File: config.mk
export PLATFORM = sky130hd
export DESIGN_NAME = timepulse_monitor
export DESIGN_NICKNAME = d
export VERILOG_FILES = /design/src/rtl/timepulse_monitor.sv
export SDC_FILE = /design/constraint.sdc
export NUM_CORES = 1
export LEC_CHECK = 0
export CORE_MARGIN = 4
export CORE_UTILIZATION = 48
export CTS_CLUSTER_DIAMETER = 50
export CTS_CLUSTER_SIZE = 14
export DETAILED_ROUTE_END_ITERATION = 8
export GPL_ROUTABILITY_DRIVEN = 0
export PLACE_DENSITY = 0.83
export SYNTH_ARGS = -nofsm -noshare
export SYNTH_HDL_FRONTEND = slang
export SYNTH_SLANG_ARGS = --single-unit
File: constraint.sdc
create_clock -name SIM_CLK -period 2.15 [get_ports SIM_CLK]
set_clock_uncertainty 0.15 [all_clocks]
set_input_delay 0.5375 -clock SIM_CLK [delete_from_list [all_inputs] [get_ports SIM_CLK]]
set_output_delay 0.5375 -clock SIM_CLK [all_outputs]
set_load 0.02 [all_outputs]
File: src/rtl/timepulse_monitor.sv
// Receive-side checker for the twelve-step timepulse ring (T01..T12).
// Tracks ring order, one-hot shape and stalls, counts MCTs, and issues GOJ1 on faults.
//
// Ports:
//   SIM_CLK    system clock, all state changes on the rising edge
//   RESET      asynchronous active-high reset
//   TP_STB     one-cycle strobe: TP has advanced
//   TP[11:0]   timepulse vector, bit 0 = T01 .. bit 11 = T12
//   STOP       ring legitimately halted; freezes the stall counter
//   ALM_CLR    clears sticky alarms and the error code
//   LOCKED     monitor is locked to the ring
//   MCT_COUNT  completed memory cycles, wraps
//   RING_ERR   sticky sequence / one-hot fault flag
//   STALL_ALM  sticky stall fault flag
//   ERR_CODE   last fault: 0 none, 1 sequence, 2 not one-hot, 3 stall
//   FAULT_CNT  saturating fault count
//   GOJ1       restart request toward the timer
module timepulse_monitor #(
   parameter int STALL_LIMIT = 64,
   parameter int GOJ_WIDTH   = 4,
   parameter int CNT_W       = 16
) (
   input  logic             SIM_CLK,
   input  logic             RESET,
   input  logic             TP_STB,
   input  logic [11:0]      TP,
   input  logic             STOP,
   input  logic             ALM_CLR,
   output logic             LOCKED,
   output logic [CNT_W-1:0] MCT_COUNT,
   output logic             RING_ERR,
   output logic             STALL_ALM,
   output logic [1:0]       ERR_CODE,
   output logic [7:0]       FAULT_CNT,
   output logic             GOJ1
);

   localparam int SW = $clog2(STALL_LIMIT + 1);
   localparam int GW = $clog2(GOJ_WIDTH + 1);

   typedef enum logic [1:0] {
      SYNC,
      LOCK,
      FAULT
   } state_t;

   state_t          state;
   state_t          state_nx;
   logic [11:0]     expect_q;
   logic [11:0]     expect_nx;
   logic [SW-1:0]   stall_q;
   logic [SW-1:0]   stall_nx;
   logic [GW-1:0]   goj_q;
   logic [GW-1:0]   goj_nx;
   logic            tp_onehot;
   logic [1:0]      fault_code;
   logic            mct_inc;

   always_comb begin
      // x & (x-1) clears the lowest set bit: zero only for a single bit
      tp_onehot  = (TP != 12'h000) && ((TP & (TP - 12'd1)) == 12'h000);
      state_nx   = state;
      expect_nx  = expect_q;
      stall_nx   = stall_q;
      goj_nx     = goj_q;
      fault_code = 2'd0;
      mct_inc    = 1'b0;

      unique case (state)
         SYNC: begin
            stall_nx = '0;
            if (TP_STB && TP == 12'h001) begin
               state_nx  = LOCK;
               expect_nx = 12'h002;
            end
         end
         LOCK: begin
            if (TP_STB) begin
               stall_nx = '0;
               if (!tp_onehot) begin
                  fault_code = 2'd2;
               end else if (TP != expect_q) begin
                  fault_code = 2'd1;
               end else begin
                  expect_nx = {TP[10:0], TP[11]};
                  mct_inc   = TP[11];
               end
            end else if (!STOP) begin
               if (stall_q == SW'(STALL_LIMIT - 1)) begin
                  fault_code = 2'd3;
               end else begin
                  stall_nx = stall_q + SW'(1);
               end
            end
         end
         FAULT: begin
            goj_nx = goj_q - GW'(1);
            if (goj_q <= GW'(1)) begin
               state_nx = SYNC;
               goj_nx   = '0;
            end
         end
         default: begin
            state_nx = SYNC;
         end
      endcase

      if (fault_code != 2'd0) begin
         state_nx = FAULT;
         goj_nx   = GW'(GOJ_WIDTH);
      end
   end

   always_ff @(posedge SIM_CLK or posedge RESET) begin
      if (RESET) begin
         state     <= SYNC;
         expect_q  <= 12'h002;
         stall_q   <= '0;
         goj_q     <= '0;
         LOCKED    <= 1'b0;
         MCT_COUNT <= '0;
         RING_ERR  <= 1'b0;
         STALL_ALM <= 1'b0;
         ERR_CODE  <= 2'd0;
         FAULT_CNT <= 8'd0;
         GOJ1      <= 1'b0;
      end else begin
         state    <= state_nx;
         expect_q <= expect_nx;
         stall_q  <= stall_nx;
         goj_q    <= goj_nx;
         LOCKED   <= (state_nx == LOCK);
         GOJ1     <= (state_nx == FAULT);
         if (mct_inc) begin
            MCT_COUNT <= MCT_COUNT + CNT_W'(1);
         end
         if (ALM_CLR) begin
            RING_ERR  <= 1'b0;
            STALL_ALM <= 1'b0;
            ERR_CODE  <= 2'd0;
         end
         // a fault in the same cycle as ALM_CLR overrides the clear
         if (fault_code != 2'd0) begin
            ERR_CODE <= fault_code;
            if (fault_code == 2'd3) begin
               STALL_ALM <= 1'b1;
            end else begin
               RING_ERR <= 1'b1;
            end
            if (FAULT_CNT != 8'hFF) begin
               FAULT_CNT <= FAULT_CNT + 8'd1;
            end
         end
      end
   end

endmodule
Word level (Yosys, flattened, before mapping)
Index checks and enable logic that the tools add are counted.
- muxes and demuxes: 34
- bitwise logic cells: 1
- add/sub/neg operators: 5
- equality and inequality tests: 15
- $lt $le $gt $ge: 1
- reduce and logical (&&, ||, !) cells: 12
- operators by type and width (cell ; number):
    $mux 12 ; 4
    $pmux 12 s2 ; 1
    $mux 7 ; 3
    $mux 2 ; 10
    $add 16x1->16 const B ; 1
    $pmux 7 s2 ; 1
    $and 12x12->12 ; 1
    $eq 12x1->1 const B ; 1
    $logic_not 12->1 ; 1
    $ne 12x12->1 ; 1
    $reduce_bool 12->1 ; 1
    $sub 12x1->12 const B ; 1
    $mux 1 ; 11
    $mux 3 ; 3
    $add 8x1->8 const B ; 1
    $ne 2x2->1 const B ; 4
    $ne 8x8->1 const B ; 1
    $reduce_bool 2->1 ; 4
    $add 7x1->7 const B ; 1
    $eq 7x6->1 const B ; 1
    $eq 2x2->1 const B ; 3
    $ne 3x3->1 const B ; 2
    $pmux 2 s3 ; 1
    $reduce_and 5->1 ; 1
    7 further kinds ; 9
- register bits: 54
- output and inout port bits: 30

Longest topological paths before layout
- word-level depth: 10
- depth in mapped cells: 8
- gate-level depth less buffers: 7

Worst setup path after synthesis
OpenSTA, ideal clock, no wires.
- kind: input -> register
- start point: in TP[3]
- end point: reg FAULT_CNT[6]
- required time: 1.875 ns
- buffers on the path: 0
- stages: 6
- setup slack: -0.628 ns
- arrival time: 2.503 ns
- path through: or4_4 > or3_1 > a32oi_4 > a2111oi_4 > nor3_1 > mux2_2
- word-level cells in the longest chain between the ends: 9
- elaborated cells on any way between the ends: 12
- those cells by class: add/sub: 1; eq/ne: 1; mux: 4; bitwise: 1; reduce/logical: 5
- ends and longest elaborated chain (element ; line ; text):
    from (decl) ; 26 ; input logic [11:0] TP,
    $sub 12x1->12 ; 61 ; tp_onehot = (TP != 12'h000) && ((TP & (TP - 12'd1)) == 12'h000);
    $and 12x12->12 ; 61 ;
    $logic_not 12->1 ; 61 ;
    $logic_and 1x1->1 ; 61 ;
    $mux 2 (*) ; 80 ; if (!tp_onehot) begin
    $mux 2 (*) ; 78 ; if (TP_STB) begin
    $mux 2 (*) ; 69 ; unique case (state)
    $reduce_bool 2->1 (*) ; 143 ; if (fault_code != 2'd0) begin
    $reduce_and 2->1 (no line) (*) ; - ;
    to (signal assigned) ; 151 ; FAULT_CNT <= FAULT_CNT + 8'd1;
    to (decl) ; 34 ; output logic [7:0] FAULT_CNT,
Every way passes the cells marked *; elsewhere a longest branch is shown, timed or not.
A chain may end at the register's enable or synchronous reset.

Final worst setup path
- start point: in TP[0]
- end point: reg FAULT_CNT[1]
The elaborated chain is that of the path after synthesis.

==> key figures <==
Timing
  – Worst setup margin: -0.5740 ns
  – Worst Max-Slew Pin Slew: approximately 0.88 ns
  – Fmax: approximately 370 MHz
  – Final hold vios: 0
  – Slew HR: between 40% and 50%
  – Max-slew violations: 0
  – # setup viols final: 47
  – Fin crit share: 126.7%
  – Fin crit period: ~2.7 ns
  – Hold_ws: 0.3523 ns
  – RSZ-0062 raised after global routing: true

Worst setup path
  – Top cell by count, worst path: buf_6
  – CP startpoint kind: input pin
  – Worst Path Max Fanout: 4
  – Critical Path RT: 2.21 ns
  – Crit path kind: in -> reg
  – Crit path DAT: between 2 and 3 ns
  – Slowest stage cell, crit path: or4_4
  – CP Capture Type: flip-flop
  – Critical path, cell by cell: buf_6 > or4_4 > buf_6 > nor2_4 > nand3_2 > buf_6 > a2111oi_4 > buf_4 > nor2_4 > mux2_4
  – Max incr delay on CP: roughly 0.56 ns

Run status
  – Failing checks: negative setup slack
  – Outcome: finished, violations left

Power and ir drop
  – P_sw: 608.1 uW
  – Leakage: about 2.2 nW
  – Int Power: 1.566 mW
  – Sw frac: between 20% and 30%
  – Worst VDD drop: between 0.6 and 0.7 mV
  – Share of total power in combinational logic: ~17%
  – Flop pwr share: 49.7%
  – Clock share of power: 33.5%
  – PwrDens: ~470 nW/um^2

Routing
  – DR iter-0 viols: roughly 240
  – Wirelength per Cell: about 23 um
  – Pre-antenna DRT Iters: 5
  – Routed WL: ~11000 um
  – Mean number of vias per cell: around 6.4
  – Post-route ant nets: 0
  – DRC: 0
  – Vias: slightly above 3000

Yosys
  – Async S/R FF share, synth: 100.0%
  – Seq/Total Area, Yosys: a little under half
  – Post-synth EDFFs: 0
  – #FFs+latches synth: 54
  – Cell Area, Synth: around 2900 um^2
  – Post-synthesis cell count: around 270
  – Post-Syn Nets: 295
  – Avg Cell Area, Syn: around 10 um^2
  – Synth warn: 0
  – Synth cell types: just over 50
  – Primary FF master, synth: dfrtp_1

Final layout
  – Layout Area Growth over Synthesis: 63.31%
  – Most common cell after layout, fill and taps aside: buf_4
  – Final nets: around 430
  – Fin area: between 4000 and 5000 um^2
  – Fillcell total: 263
  – Most frequent cells in the layout: 56 x buf_4, 53 x dfrtp_1, 32 x clkdlybuf4s50_1
  – Diodes inserted: 0
  – Share of cells above drive strength 1: a little over two fifths

GRT
  – Number of global-route vias before repair: about 3100
  – GRT overflow: 0
  – Initial antenna violation count: 0
  – Pin count of the biggest net entering global routing: 27
  – First-pass GRT wire length: approximately 15000 um
  – GRT Total Usage: between 20% and 30%

Clock network
  – Total CTS buffers: 5
  – CTS tree: yes
  – Clk buf depth: 2
  – H-tree Lvls: 2
  – Cts hold-fix bufs: 0
  – Root buf cell: clkbuf_8
  – CTS clock-pin slew for the worst setup and hold paths: 0.10 ns
  – Worst-skew pair later-pin latency: roughly 0.33 ns
  – Clock sink count: 54

Floorplan
  – Initial Util: between 50% and 60%
  – Die span in x: around 85 um
  – Rows: 27
  – Die area: ~7300 um^2
  – I/O Pins: between 40 and 50
  – Die height: about 85 um
  – Core area: 5642 um^2

Place
  – DP HPWL: between 5000 and 6000 um
  – Buffers on Ports: 46
  – DP Area: 3840 um^2

Run
  – Max-cap violations: 0

Min path
  – Hold Path Class: reg -> reg
==> repair_timing <==
| action | in CTS | in global routing |
|---|---|---|
| resized for setup | 113 | 46 |
| buffers inserted | 16 | 17 |
| pin swaps | 43 | 31 |
| setup endpoints to repair | 46 | 48 |
| cloned | 2 | 0 |
==> worst max-delay path, delay by kind of cell <==
kind	cells	cell delay [ns]
AO/OA/AOI/OAI	1	0.50
buffers and inverters	4	0.61
multiplexers	1	0.31
AND/OR/NAND/NOR	4	0.80
==> synthesized netlist by cell type, drive strengths merged (3+ instances only) <==
cell     number  area [um^2]
xnor2        15        131.4
dfrtp        53         1326
o21ai        15        78.82
a41oi         3        26.28
a21oi         6        30.03
nor3         10        50.05
inv           8        30.03
nand2b        4        25.02
a2111oi       3        63.81
nand2        18        67.56
nand3        14        70.07
nor4          5        31.28
o21a          4        30.03
xor2         17        148.9
or4           3        26.27
ha            5        62.56
and4          3        26.28
and3          9        56.30
clkbuf        8        30.03
nor2b         3        18.77
nand4         9        56.30
a22o         10        87.58
nor2         13        48.80
mux2          4        45.04
==> power groups by stage <==
| stage | sequential (mW) | clock (mW) | combinational, mW |
|---|---|---|---|
| after floorplan | 1.09 | 0 | 0.119 |
| after global placement | 1.09 | 0 | 0.238 |
| after detailed placement | 1.09 | 0 | 0.251 |
| after CTS | 1.08 | 0.722 | 0.294 |
| after global routing | 1.08 | 0.778 | 0.383 |
| final | 1.08 | 0.729 | 0.364 |
==> cell type report <==
class / count / area, um^2 / share of cell area (%)
inverter: 8 / 30.03 / 0.6426
sequential: 54 / 1353 / 28.94
clock inverter: 3 / 47.55 / 1.017
timing repair buffer: 135 / 1250 / 26.75
multi-input combinational: 202 / 1834 / 39.25
tap: 72 / 90.09 / 1.928
clock buffer: 5 / 68.82 / 1.473
==> registers in the layout (all words and copies together), names as in the netlist <==
register and flops:
goj_q 3, STALL_ALM 1, MCT_COUNT 16, state 2
ERR_CODE 2, FAULT_CNT 8, LOCKED 1, stall_q 7
GOJ1 1, RING_ERR 1, expect_q 12
==> cell families after synthesis <==
logic type / share of synthesized area [%]
adder cells (fa/ha/maj): 2.186
XOR/XNOR: 9.795
AND/OR/NAND/NOR: 18.89
AO/OA/AOI/OAI: 17.93
buffers and inverters: 2.361
flip-flops: 47.27
multiplexers: 1.574
==> per-layer routing <==
metal | track usage, % | vias to the layer above | routed length (um)
li1 | - | 1273 | -
met2 | 47.10 | 246 | 5404
met3 | 5.437 | 71 | 926
met4 | 13.38 | 0 | 774
met5 | 0 | - | 0
met1 | 31.06 | 1464 | 3957
==> path summary, 6_finish.rpt <==
kind | start | endpoint | slack [ns] | cells after the start
max in group asynchronous | RESET | LOCKED$_DFF_PP0_ | 0.95 | 3
max | TP[0] | FAULT_CNT[1]$_DFFE_PP0P_ | -0.57 | 10
min reg2reg | stall_q[5]$_DFFE_PP0P_ | stall_q[5]$_DFFE_PP0P_ | 0.35 | 1
min | stall_q[5]$_DFFE_PP0P_ | stall_q[5]$_DFFE_PP0P_ | 0.35 | 1
min in group asynchronous | RESET | MCT_COUNT[10]$_DFFE_PP0P_ | 0.38 | 2
max reg2reg | expect_q[0]$_DFFE_PP0P_ | FAULT_CNT[1]$_DFFE_PP0P_ | -0.48 | 8
==> stage by stage <==
step / power [mW] / worst slack [ns] / setup TNS, ns / instances / utilization (%)
after detailed placement: 1.345 / -1.118 / -46.42 / 441 / 68.06
after global routing: 2.243 / -0.6043 / -21.38 / 479 / 82.83
final: 2.174 / -0.5740 / -19.53 / 479 / 82.83
after global placement: 1.330 / -1.066 / -44.14 / 441 / 68.06
after CTS: 2.093 / -0.5191 / -16.14 / 464 / 77.47
after floorplan: 1.212 / -0.4979 / -18.21 / 273 / -
(Power assumes the default switching activity.)
